--- config.mk ---
export PLATFORM = sky130hd
export DESIGN_NAME = alu_arbiter
export DESIGN_NICKNAME = d
export VERILOG_FILES = /design/src/rtl/alu_pkg.sv /design/src/rtl/rr_arb2.sv /design/src/rtl/alu_arbiter.sv
export SDC_FILE = /design/constraint.sdc
export NUM_CORES = 1
export LEC_CHECK = 0
export ABC_AREA = 1
export CAP_MARGIN = 10
export CORE_AREA = 2 2 213 215
export DETAILED_ROUTE_END_ITERATION = 10
export DIE_AREA = 0 0 215 217
export SLEW_MARGIN = 0
export SYNTH_ARGS = -nofsm -noshare
export SYNTH_HDL_FRONTEND = slang
export SYNTH_SLANG_ARGS = --single-unit
--- constraint.sdc ---
create_clock -name clk -period 1.75 [get_ports clk]
set_clock_uncertainty 0.05 [all_clocks]
set_input_delay 0.4375 -clock clk [delete_from_list [all_inputs] [get_ports clk]]
set_output_delay 0.4375 -clock clk [all_outputs]
set_load 0.02 [all_outputs]
--- src/rtl/alu_pkg.sv ---
// Shared definitions for the two-requester ALU arbiter: op codes, flag layout,
// arbiter state encoding and op classification helpers.
package alu_pkg;

  localparam logic [2:0] ALU_PASS_B   = 3'b000;
  localparam logic [2:0] ALU_ADD      = 3'b010;
  localparam logic [2:0] ALU_SUBTRACT = 3'b011;
  localparam logic [2:0] ALU_AND      = 3'b100;
  localparam logic [2:0] ALU_OR       = 3'b101;
  localparam logic [2:0] ALU_XOR      = 3'b110;

  // Bit positions inside the 4-bit response flag vector {N, Z, V, C}
  localparam int FLAG_N = 3;
  localparam int FLAG_Z = 2;
  localparam int FLAG_V = 1;
  localparam int FLAG_C = 0;

  typedef enum logic [1:0] {
    IDLE = 2'd0,
    EXEC = 2'd1,
    RESP = 2'd2
  } arb_state_t;

  function automatic logic is_legal_op(input logic [2:0] op);
    logic legal;
    case (op)
      ALU_PASS_B, ALU_ADD, ALU_SUBTRACT,
      ALU_AND, ALU_OR, ALU_XOR: legal = 1'b1;
      default:                  legal = 1'b0;
    endcase
    return legal;
  endfunction

  // Only add/subtract produce meaningful overflow and carry
  function automatic logic is_arith_op(input logic [2:0] op);
    return (op == ALU_ADD) || (op == ALU_SUBTRACT);
  endfunction

endpackage

--- src/rtl/rr_arb2.sv ---
// Two-request round-robin arbiter. On a tie the requester that did not win
// last time is chosen; last_grant resets to 1 so requester 0 wins first.
module rr_arb2 (
  input  logic       clk,
  input  logic       reset,
  input  logic       enable,
  input  logic [1:0] req,
  output logic       grant_valid,
  output logic       grant_id
);

  logic last_grant_reg;

  always_comb begin
    grant_valid = enable && (req != 2'b00);
    if (req == 2'b11) begin
      grant_id = ~last_grant_reg;
    end else begin
      grant_id = req[1];
    end
  end

  always_ff @(posedge clk) begin
    if (reset) begin
      last_grant_reg <= 1'b1;
    end else if (grant_valid) begin
      last_grant_reg <= grant_id;
    end
  end

endmodule

--- src/rtl/alu_arbiter.sv ---
// Shares one combinational ALU between two requesters: round-robin grant,
// hold operands for SETTLE_CYCLES, then capture result/flags into a response.
module alu_arbiter
  import alu_pkg::*;
#(
  parameter int WIDTH         = 64,
  parameter int SETTLE_CYCLES = 2
) (
  input  logic             clk,
  input  logic             reset,
  input  logic [1:0]       req_valid,
  output logic [1:0]       req_ready,
  input  logic [WIDTH-1:0] req0_a,
  input  logic [WIDTH-1:0] req0_b,
  input  logic [2:0]       req0_cntrl,
  input  logic [WIDTH-1:0] req1_a,
  input  logic [WIDTH-1:0] req1_b,
  input  logic [2:0]       req1_cntrl,
  output logic [WIDTH-1:0] alu_a,
  output logic [WIDTH-1:0] alu_b,
  output logic [2:0]       alu_cntrl,
  input  logic [WIDTH-1:0] alu_result,
  input  logic             alu_negative,
  input  logic             alu_zero,
  input  logic             alu_overflow,
  input  logic             alu_carry_out,
  output logic             resp_valid,
  input  logic             resp_ready,
  output logic             resp_id,
  output logic [WIDTH-1:0] resp_result,
  output logic [3:0]       resp_flags,
  output logic             resp_err
);

  localparam logic [3:0] SETTLE_LAST = 4'(SETTLE_CYCLES - 1);

  arb_state_t       state_reg;
  arb_state_t       state_next;
  logic [3:0]       cnt_reg;
  logic             settle_done;
  logic             arb_enable;
  logic             grant_valid;
  logic             grant_id;
  logic [WIDTH-1:0] sel_a;
  logic [WIDTH-1:0] sel_b;
  logic [2:0]       sel_cntrl;
  logic [3:0]       flags_capture;

  // Reset also masks the grant so req_ready stays low while it is asserted
  assign arb_enable = (state_reg == IDLE) && !reset;

  rr_arb2 u_arb (
    .clk         (clk),
    .reset       (reset),
    .enable      (arb_enable),
    .req         (req_valid),
    .grant_valid (grant_valid),
    .grant_id    (grant_id)
  );

  assign sel_a       = grant_id ? req1_a     : req0_a;
  assign sel_b       = grant_id ? req1_b     : req0_b;
  assign sel_cntrl   = grant_id ? req1_cntrl : req0_cntrl;
  assign settle_done = (cnt_reg == SETTLE_LAST);
  assign resp_valid  = (state_reg == RESP);

  always_comb begin
    flags_capture         = '0;
    flags_capture[FLAG_N] = alu_negative;
    flags_capture[FLAG_Z] = alu_zero;
    flags_capture[FLAG_V] = is_arith_op(alu_cntrl) && alu_overflow;
    flags_capture[FLAG_C] = is_arith_op(alu_cntrl) && alu_carry_out;
  end

  always_comb begin
    state_next = state_reg;
    req_ready  = 2'b00;
    case (state_reg)
      IDLE: begin
        if (grant_valid) begin
          req_ready  = grant_id ? 2'b10 : 2'b01;
          state_next = is_legal_op(sel_cntrl) ? EXEC : RESP;
        end
      end
      EXEC: begin
        if (settle_done) begin
          state_next = RESP;
        end
      end
      RESP: begin
        if (resp_ready) begin
          state_next = IDLE;
        end
      end
      default: state_next = IDLE;
    endcase
  end

  always_ff @(posedge clk) begin
    if (reset) begin
      state_reg   <= IDLE;
      cnt_reg     <= '0;
      alu_a       <= '0;
      alu_b       <= '0;
      alu_cntrl   <= ALU_PASS_B;
      resp_id     <= 1'b0;
      resp_result <= '0;
      resp_flags  <= '0;
      resp_err    <= 1'b0;
    end else begin
      state_reg <= state_next;
      case (state_reg)
        IDLE: begin
          if (grant_valid) begin
            alu_a     <= sel_a;
            alu_b     <= sel_b;
            alu_cntrl <= sel_cntrl;
            resp_id   <= grant_id;
            cnt_reg   <= '0;
            // Illegal ops bypass the ALU and answer with a zeroed error response
            if (!is_legal_op(sel_cntrl)) begin
              resp_err    <= 1'b1;
              resp_result <= '0;
              resp_flags  <= '0;
            end
          end
        end
        EXEC: begin
          cnt_reg <= cnt_reg + 4'd1;
          if (settle_done) begin
            resp_result <= alu_result;
            resp_flags  <= flags_capture;
            resp_err    <= 1'b0;
          end
        end
        default: ;
      endcase
    end
  end

endmodule

==> metrics.json, run 1 <==
{
  "grt": {
    "first_global_vias": 10800,
    "grt_first_pass_wirelength_um": 64600,
    "grt_antenna_before_repair": 8,
    "globalRouteOverflowTotal": 0,
    "grt_start_max_net_pins": 103,
    "grt_util_all_layers_pct": 17.7
  },
  "logic_synthesis": {
    "ys_types": 24,
    "synth.net_count": 1579,
    "synth.yosys.warnings": 0,
    "syn-instance-count": 1242,
    "synth.yosys.seq_area_share_pct": 47.7,
    "flip_flop_and_latch_count_after_synthesis": 208,
    "post_syn_area_per_cell_sq_um": 7.03,
    "synth.cell_area_sq_um": 8730
  },
  "sta": {
    "final_min_period_over_clock_period_pct": 111,
    "max_slew_margin_pct": 32.2,
    "hold_violations": 0,
    "final_critical_period_ps": 1950,
    "timing.fmax_mhz": 514,
    "final-max-slew-violation-count": 0,
    "timing.final.setup_violations": 67,
    "worst-slew-pin-transition_ps": 1020,
    "layout_setup_ws_ps": -197,
    "unrepaired_setup_endpoints_after_global_routing": "yes",
    "timing.setup.tns_ps": -4050
  },
  "route": {
    "drtPass1Iterations": 5,
    "post_drt_via_cell_ratio": 4.43,
    "dr_total_vias": 10900,
    "ant_nets": 0,
    "post-route-drc-count": 0,
    "drtIter0Drc": 610,
    "routed_wire_per_std_cell_um": 18.1,
    "detail_route.wirelength_um": 44400
  },
  "placed_design": {
    "quantity_of_i_o_buffers_inserted_on_ports": 538,
    "place_area_sq_um": 15200,
    "gpl.final_weighted_congestion": 0.865,
    "hpwl_um": 29200
  },
  "final_layout": {
    "registers_with_the_most_flip_flops": "alu_a x64, alu_b x64, resp_result x64",
    "area_growth_pct": 106,
    "mostFrequentLayoutCell": "sky130_fd_sc_hd__nand2_1",
    "num-fill-cells": 4517,
    "num-nets-final": 2174,
    "layout.cells.most_common_list": "sky130_fd_sc_hd__nand2_1, sky130_fd_sc_hd__clkdlybuf4s50_1, sky130_fd_sc_hd__dfxtp_1",
    "post_route_cells_drive_above_1_share_pct": 23.7,
    "final_cell_area_sq_um": 18000
  },
  "power": {
    "cell_internal_power_mw": 11.8,
    "share_comb_of_total_power_pct": 39.8,
    "power-per-cell-area_nw_per_um2": 983,
    "max-vdd-ir-drop_mv": 0.569,
    "power_frac_clock_pct": 28.7,
    "total_leakage_power_nw": 7.03,
    "power.switching_fraction_pct": 33.2,
    "power.net_switching_mw": 5.87,
    "seq_power_share_pct": 31.4
  },
  "clock_tree": {
    "cts_tree": "yes",
    "cts.root.buffer_cell": "sky130_fd_sc_hd__clkbuf_16",
    "cts-htree-levels": 1,
    "cts_made_buffers": 24,
    "clock_latency_at_the_later_pin_of_the_worst_skew_pair_ps": 540,
    "ctsHoldBuffers": 0,
    "numClockSinks": 208,
    "cts_buffer_depth": 3,
    "clk_pin_slew_ps": 60
  },
  "floorplanning": {
    "core_area_sq_um": 44700,
    "floorplan.rows": 78,
    "pin_count": 539,
    "die_w_um": 215,
    "fp.dieH_um": 217,
    "die_area_sq_um": 46700,
    "start_util_pct": 19.5
  },
  "setup_path": {
    "regToRegEndpoint": "resp_result[33]$_SDFFE_PP0P_",
    "worst-path-max-fanout": 3,
    "worst_setup_ep_type": "output port",
    "crit_type": "flip-flop to output port",
    "r2r_setup_slack_ps": -110,
    "r2r.worst_path.cells": 12,
    "worstPathCellList": "nor2_4 -> nand3_4 -> inv_4 -> nand3_4 -> inv_4 -> buf_12",
    "cp_slowest_stage_delay_ps": 330,
    "critical_path.startpoint_type": "flip-flop",
    "cpMaxStageDelayCell": "sky130_fd_sc_hd__dfxtp_2",
    "worstPathArrival_ps": 1460,
    "worst_ep_required_time_ps": 1260,
    "reg2reg_from": "cnt_reg[1]$_SDFFE_PP0P_"
  },
  "hold_path": {
    "worst_hold_startpoint": "cnt_reg[3]$_SDFFE_PP0P_",
    "hold_end": "cnt_reg[3]$_SDFFE_PP0P_",
    "timing.hold.worst_path_depth": 2,
    "worst_hold_path_type": "flip-flop to flip-flop"
  },
  "status": {
    "violations": "setup timing",
    "run_status": "complete, but fails checks"
  },
  "run": {
    "max_cap_violation_count": 0
  }
}
## worst max-delay path by stage
stage	startpoint	to
after floorplan	req_valid[1]	req_ready[1]
after global placement	req_valid[1]	req_ready[1]
after detailed placement	req_valid[1]	req_ready[1]
after CTS	state_reg[0]$_SDFFE_PP0P_	req_ready[1]
after global routing	state_reg[0]$_SDFFE_PP0P_	req_ready[1]
final	state_reg[0]$_SDFFE_PP0P_	req_ready[1]
## kinds of logic (layout without fill, tap and decap cells)
kind of cell / count (synthesis) / after routing / synth area share, %
other: 0 / 4 / 0
adder cells (fa/ha/maj): 2 / 2 / 0.287
AO/OA/AOI/OAI: 213 / 213 / 14.1
AND/OR/NAND/NOR: 671 / 671 / 30.5
flip-flops: 208 / 208 / 47.7
buffers and inverters: 148 / 759 / 7.40
## timing repair
item | CTS | global route
cloned | 28 | 8
endpoints found under the setup margin | 290 | 262
pin swaps | 38 | 44
buffers inserted | 37 | 5
gates resized for setup | 477 | 280
## worst max-delay path: cells and delay by family (launching register included)
kind	cells	cell delay (ps)
AND/OR/NAND/NOR	3	320
buffers and inverters	3	270
flip-flops	1	330
## final cells by class
type                    count  area (sq um)  area share [%]
inverters                  50           198            1.10
well taps                 600           751            4.18
repair buffers            667          7200            40.1
diodes                      4          10.0          0.0557
flip-flops and latches    208          4170            23.2
clock inverters             5          50.0           0.278
clock buffers              37           731            4.06
multi-input cells         886          4860            27.0
## layer usage
metal,track usage (%),wire (um),vias to the layer above
met1,19.8,17400,5100
met2,31.3,22100,443
met3,5.83,3600,85
met4,6.23,1310,4
met5,0,27,-
li1,-,-,5264
## cells in the mapped netlist
| cell type | n | area (sq um) |
|---|---|---|
| sky130_fd_sc_hd__nand2_1 | 509 | 1910 |
| sky130_fd_sc_hd__dfxtp_1 | 208 | 4160 |
| sky130_fd_sc_hd__a31oi_1 | 128 | 801 |
| sky130_fd_sc_hd__nand3_1 | 80 | 400 |
| sky130_fd_sc_hd__a21oi_1 | 76 | 380 |
| sky130_fd_sc_hd__nor2_1 | 72 | 270 |
| sky130_fd_sc_hd__buf_2 | 48 | 240 |
| sky130_fd_sc_hd__inv_1 | 45 | 169 |
| sky130_fd_sc_hd__clkbuf_1 | 41 | 154 |
| sky130_fd_sc_hd__buf_4 | 8 | 60.1 |
| sky130_fd_sc_hd__o21ai_0 | 5 | 25.0 |
| sky130_fd_sc_hd__inv_2 | 4 | 15.0 |
| sky130_fd_sc_hd__nand2_2 | 4 | 25.0 |
| sky130_fd_sc_hd__ha_1 | 2 | 25.0 |
| sky130_fd_sc_hd__nand3b_1 | 2 | 15.0 |
| sky130_fd_sc_hd__o22ai_1 | 2 | 12.5 |
| sky130_fd_sc_hd__a21oi_2 | 1 | 8.76 |
| sky130_fd_sc_hd__buf_1 | 1 | 3.75 |
| sky130_fd_sc_hd__clkinv_1 | 1 | 3.75 |
| sky130_fd_sc_hd__nand3_4 | 1 | 17.5 |
| sky130_fd_sc_hd__nor2_2 | 1 | 6.26 |
| sky130_fd_sc_hd__nor2_4 | 1 | 11.3 |
| sky130_fd_sc_hd__o21ai_1 | 1 | 5.00 |
| sky130_fd_sc_hd__or2_2 | 1 | 6.26 |
## per-stage QoR
stage / total power [mW] / std cells / worst slack [ps] / hold WS (ps) / util, %
4_1_cts: 17.4 / 2449 / -236 / 374 / 39.1
2_1_floorplan: 7.85 / 1242 / 7.92 / 389 / -
3_5_place_dp: 10.5 / 2344 / -600 / 403 / 34.0
3_3_place_gp: 10.4 / 2344 / -586 / 396 / 34.0
5_1_grt: 18.5 / 2456 / -293 / 411 / 40.2
6_report: 17.7 / 2457 / -197 / 416 / 40.2
## power by group through the flow
stage	clock network [mW]	logic (mW)	registers, mW
4_1_cts	5.21	6.66	5.51
3_3_place_gp	0	4.85	5.58
6_report	5.08	7.04	5.56
2_1_floorplan	0	1.72	6.13
5_1_grt	5.42	7.47	5.61
3_5_place_dp	0	4.88	5.59
Note: power is estimated with default switching activity, not from simulation.
==> run 2, diff against run 1 <==
--- a/config.mk
+++ b/config.mk
@@ -10,6 +10,7 @@
 export CORE_AREA = 2 2 213 215
 export DETAILED_ROUTE_END_ITERATION = 10
 export DIE_AREA = 0 0 215 217
+export SKIP_LAST_GASP = 1
 export SLEW_MARGIN = 0
 export SYNTH_ARGS = -nofsm -noshare
 export SYNTH_HDL_FRONTEND = slang
==> constraint.sdc (replaced) <==
create_clock -name clk -period 1.75 [get_ports clk]
set_clock_uncertainty 0.05 [all_clocks]
set_input_delay 0.4375 -clock clk [delete_from_list [all_inputs] [get_ports clk]]
set_output_delay 0.4375 -clock clk [all_outputs]
set_load 0.05 [all_outputs]
==> run 2 against run 1 <==
Net effect: the flow still finishes with violations (setup timing); register-to-register slack better by 50 ps; sequential cell count stayed put; non-clock buffer count is 35 lower; worst hold slack worse by 39 ps; via count is 0.71% lower; die area stayed put; clock-buffer cell count is 5 higher; maximum frequency is 2.7% lower; wire length is 0.24% higher; sequential power hardly changed; cell count is 1.2% lower; largest power group unchanged; largest cell class unchanged; critical path depth stayed put.
==> metrics.json, run 2 (synthesis results as in run 1) <==
{
  "final_layout": {
    "mostFrequentLayoutCell": "sky130_fd_sc_hd__nand2_1",
    "post_route_cells_drive_above_1_share": {"value": 27.0, "unit": "%", "change": "+3.3 points"},
    "post-route-util": {"value": 39.3, "unit": "%", "change": "-0.93 points"},
    "area_growth_pct": 101,
    "final_cell_area": {"value": 17600, "unit": "sq um", "change": "-2.3%"},
    "num-fill-cells": {"value": 4480, "change": "-0.82%"},
    "layout.cells.most_common_list": "sky130_fd_sc_hd__nand2_1, sky130_fd_sc_hd__clkdlybuf4s50_1, sky130_fd_sc_hd__dfxtp_1, sky130_fd_sc_hd__buf_4, sky130_fd_sc_hd__a31oi_1",
    "stdcell_count": {"value": 2427, "change": "-1.2%"},
    "num-nets-final": {"value": 2142, "change": "-1.5%"},
    "registers_with_the_most_flip_flops": "alu_a x64, alu_b x64, resp_result x64"
  },
  "setup_path": {
    "crit_type": "flip-flop to output port",
    "worst-path-max-fanout": {"value": 3, "change": "unchanged"},
    "worst_setup_ep_type": "output port",
    "r2r_setup_slack": {"value": -60, "unit": "ps", "change": "+50 ps"},
    "cp-startpoint": "state_reg[0]$_SDFFE_PP0P_",
    "worst_ep_required_time": {"value": 1260, "unit": "ps", "change": "about the same"},
    "reg2reg_from": "cnt_reg[1]$_SDFFE_PP0P_",
    "crit_end": "req_ready[1]",
    "worstPathArrival": {"value": 1510, "unit": "ps", "change": "+50 ps"},
    "r2r.worst_path.cells": {"value": 11, "change": "-1"},
    "regToRegEndpoint": "resp_result[47]$_SDFFE_PP0P_",
    "critical_path.startpoint_type": "flip-flop"
  },
  "clock_tree": {
    "cts_tree": "yes",
    "cts.root.buffer_cell": "sky130_fd_sc_hd__clkbuf_16",
    "numClockSinks": {"value": 208, "change": "unchanged"},
    "cts_made_buffers": {"value": 26, "change": "+8.3%"},
    "cts_buffer_depth": {"value": 3, "change": "unchanged"},
    "clock_latency_at_the_later_pin_of_the_worst_skew_pair": {"value": 560, "unit": "ps", "change": "+20 ps"},
    "cts-htree-levels": {"value": 1, "change": "unchanged"},
    "clk_pin_slew": {"value": 60, "unit": "ps", "change": "about the same"}
  },
  "sta": {
    "unrepaired_setup_endpoints_after_global_routing": "yes",
    "final-max-slew-violation-count": {"value": 0, "change": "unchanged"},
    "final_critical_period": {"value": 2000, "unit": "ps", "change": "+53.3 ps"},
    "finalHoldWorstSlack": {"value": 377, "unit": "ps", "change": "-39.3 ps"},
    "timing.final.setup_violations": {"value": 29, "change": "-57%"},
    "timing.fmax": {"value": 500, "unit": "MHz", "change": "-2.7%"},
    "worst-slew-pin-transition": {"value": 548, "unit": "ps", "change": "-470 ps"},
    "timing.setup.tns": {"value": -1190, "unit": "ps", "change": "+2860 ps"},
    "max_slew_margin": {"value": 63.5, "unit": "%", "change": "+31 points"},
    "final_min_period_over_clock_period": {"value": 114, "unit": "%", "change": "+3.0 points"},
    "layout_setup_ws": {"value": -251, "unit": "ps", "change": "-53.3 ps"},
    "hold_violations": {"value": 0, "change": "unchanged"}
  },
  "hold_path": {
    "worst_hold_path_type": "input port to flip-flop"
  },
  "placed_design": {
    "quantity_of_i_o_buffers_inserted_on_ports": {"value": 538, "change": "unchanged"},
    "gpl.final_weighted_congestion": {"value": 0.848, "change": "-2.0%"},
    "place_area": {"value": 15100, "unit": "sq um", "change": "-0.85%"},
    "placement.setup.worst_slack": {"value": -641, "unit": "ps", "change": "-41.1 ps"},
    "place_inst": {"value": 2339, "change": "-0.21%"},
    "hpwl": {"value": 30400, "unit": "um", "change": "+4.0%"}
  },
  "route": {
    "dr_total_vias": {"value": 10800, "change": "-0.71%"},
    "detail_route.wirelength": {"value": 44500, "unit": "um", "change": "+0.24%"},
    "routed_wire_per_std_cell": {"value": 18.3, "unit": "um", "change": "+1.5%"},
    "post_drt_via_cell_ratio": {"value": 4.46, "change": "+0.52%"},
    "drtIter0Drc": {"value": 623, "change": "+2.1%"},
    "ant_nets": {"value": 0, "change": "unchanged"},
    "post-route-drc-count": {"value": 0, "change": "unchanged"},
    "drtPass1Iterations": {"value": 7, "change": "+2"}
  },
  "floorplanning": {
    "pin_count": {"value": 539, "change": "unchanged"},
    "fp.dieH": {"value": 217, "unit": "um", "change": "unchanged"},
    "floorplan.rows": {"value": 78, "change": "unchanged"},
    "core_area": {"value": 44700, "unit": "sq um", "change": "unchanged"},
    "die_w": {"value": 215, "unit": "um", "change": "unchanged"},
    "start_util": {"value": 19.5, "unit": "%", "change": "unchanged"},
    "die_area": {"value": 46700, "unit": "sq um", "change": "unchanged"}
  },
  "power": {
    "max-vdd-ir-drop": {"value": 0.642, "unit": "mV", "change": "+13%"},
    "design_power_total": {"value": 18.8, "unit": "mW", "change": "+6.2%"},
    "total_leakage_power": {"value": 6.82, "unit": "nW", "change": "-2.9%"},
    "power-per-cell-area": {"value": 1070, "unit": "nW/um^2", "change": "+8.7%"}
  },
  "status": {
    "run_status": "complete, but fails checks",
    "violations": "setup timing"
  },
  "grt": {
    "grt_first_pass_wirelength": {"value": 61700, "unit": "um", "change": "-4.5%"},
    "grt_util_all_layers": {"value": 16.8, "unit": "%", "change": "-0.90 points"},
    "first_global_vias": {"value": 10200, "change": "-5.9%"},
    "globalRouteOverflowTotal": {"value": 0, "change": "unchanged"},
    "grt_start_max_net_pins": {"value": 95, "change": "-7.8%"},
    "grt_antenna_before_repair": {"value": 12, "change": "+4"}
  },
  "run": {
    "max_cap_violation_count": {"value": 0, "change": "unchanged"}
  }
}
run 2: cell count changes in the layout (fill, tap and decap cells not counted), sizes merged:
cell | previous run | this run
buf | 129 | 284
clkdlybuf4s15 | 94 | 0
dlygate4sd2 | 49 | 2
clkbuf | 101 | 57
clkinv | 5 | 3
bufinv | 1 | 2
diode | 4 | 3
inv | 49 | 50
nand2 | 513 | 514
run 2: timing repair:
action                     in CTS  in global routing
gates cloned                    4                 20
pin swaps                       5                 94
setup buffers                   7                  7
setup endpoints to repair     140                144
hold buffers                    0                  0
gates resized for setup        22                190
run 2: area by class of cell:
cell class	count	area (sq um)	area share (%)
clock inverters	5	92.6	0.527
flip-flops and latches	208	4170	23.8
clock buffers	42	801	4.56
multi-input cells	887	4750	27.0
diodes	3	7.51	0.0428
well taps	600	751	4.28
inverters	50	201	1.15
repair buffers	632	6790	38.6
run 2: worst min path at each step:
stage,start,to,depth (start not counted)
floorplan,cnt_reg[3]$_SDFFE_PP0P_,cnt_reg[3]$_SDFFE_PP0P_,2
global placement,cnt_reg[3]$_SDFFE_PP0P_,cnt_reg[3]$_SDFFE_PP0P_,2
detailed placement,cnt_reg[3]$_SDFFE_PP0P_,cnt_reg[3]$_SDFFE_PP0P_,2
CTS,reset,alu_b[27]$_SDFFE_PP0P_,3
global route,req1_b[31],alu_b[31]$_SDFFE_PP0P_,3
finish,reset,alu_b[27]$_SDFFE_PP0P_,3
run 2: metal layers:
metal	routed length, um	up-vias	global-route usage, %
li1	-	5189	-
met2	22400	476	29.5
met1	17000	5049	19.4
met4	1380	8	4.90
met3	3680	97	5.37
met5	54	-	0
run 2: power breakdown:
part | switching (mW) | leakage [nW] | total, mW | internal [mW]
clock network | 2.23 | 0.439 | 5.65 | 3.42
logic | 4.26 | 4.68 | 7.55 | 3.29
registers | 0.350 | 1.70 | 5.58 | 5.23
run 2: worst max-delay path: stages (launching register included):
cell and delay (ps):
sky130_fd_sc_hd__dfxtp_2 340, sky130_fd_sc_hd__nor2_4 160, sky130_fd_sc_hd__nand3_4 90, sky130_fd_sc_hd__inv_4 90, sky130_fd_sc_hd__nand3_4 70, sky130_fd_sc_hd__inv_4 70, sky130_fd_sc_hd__buf_12 130
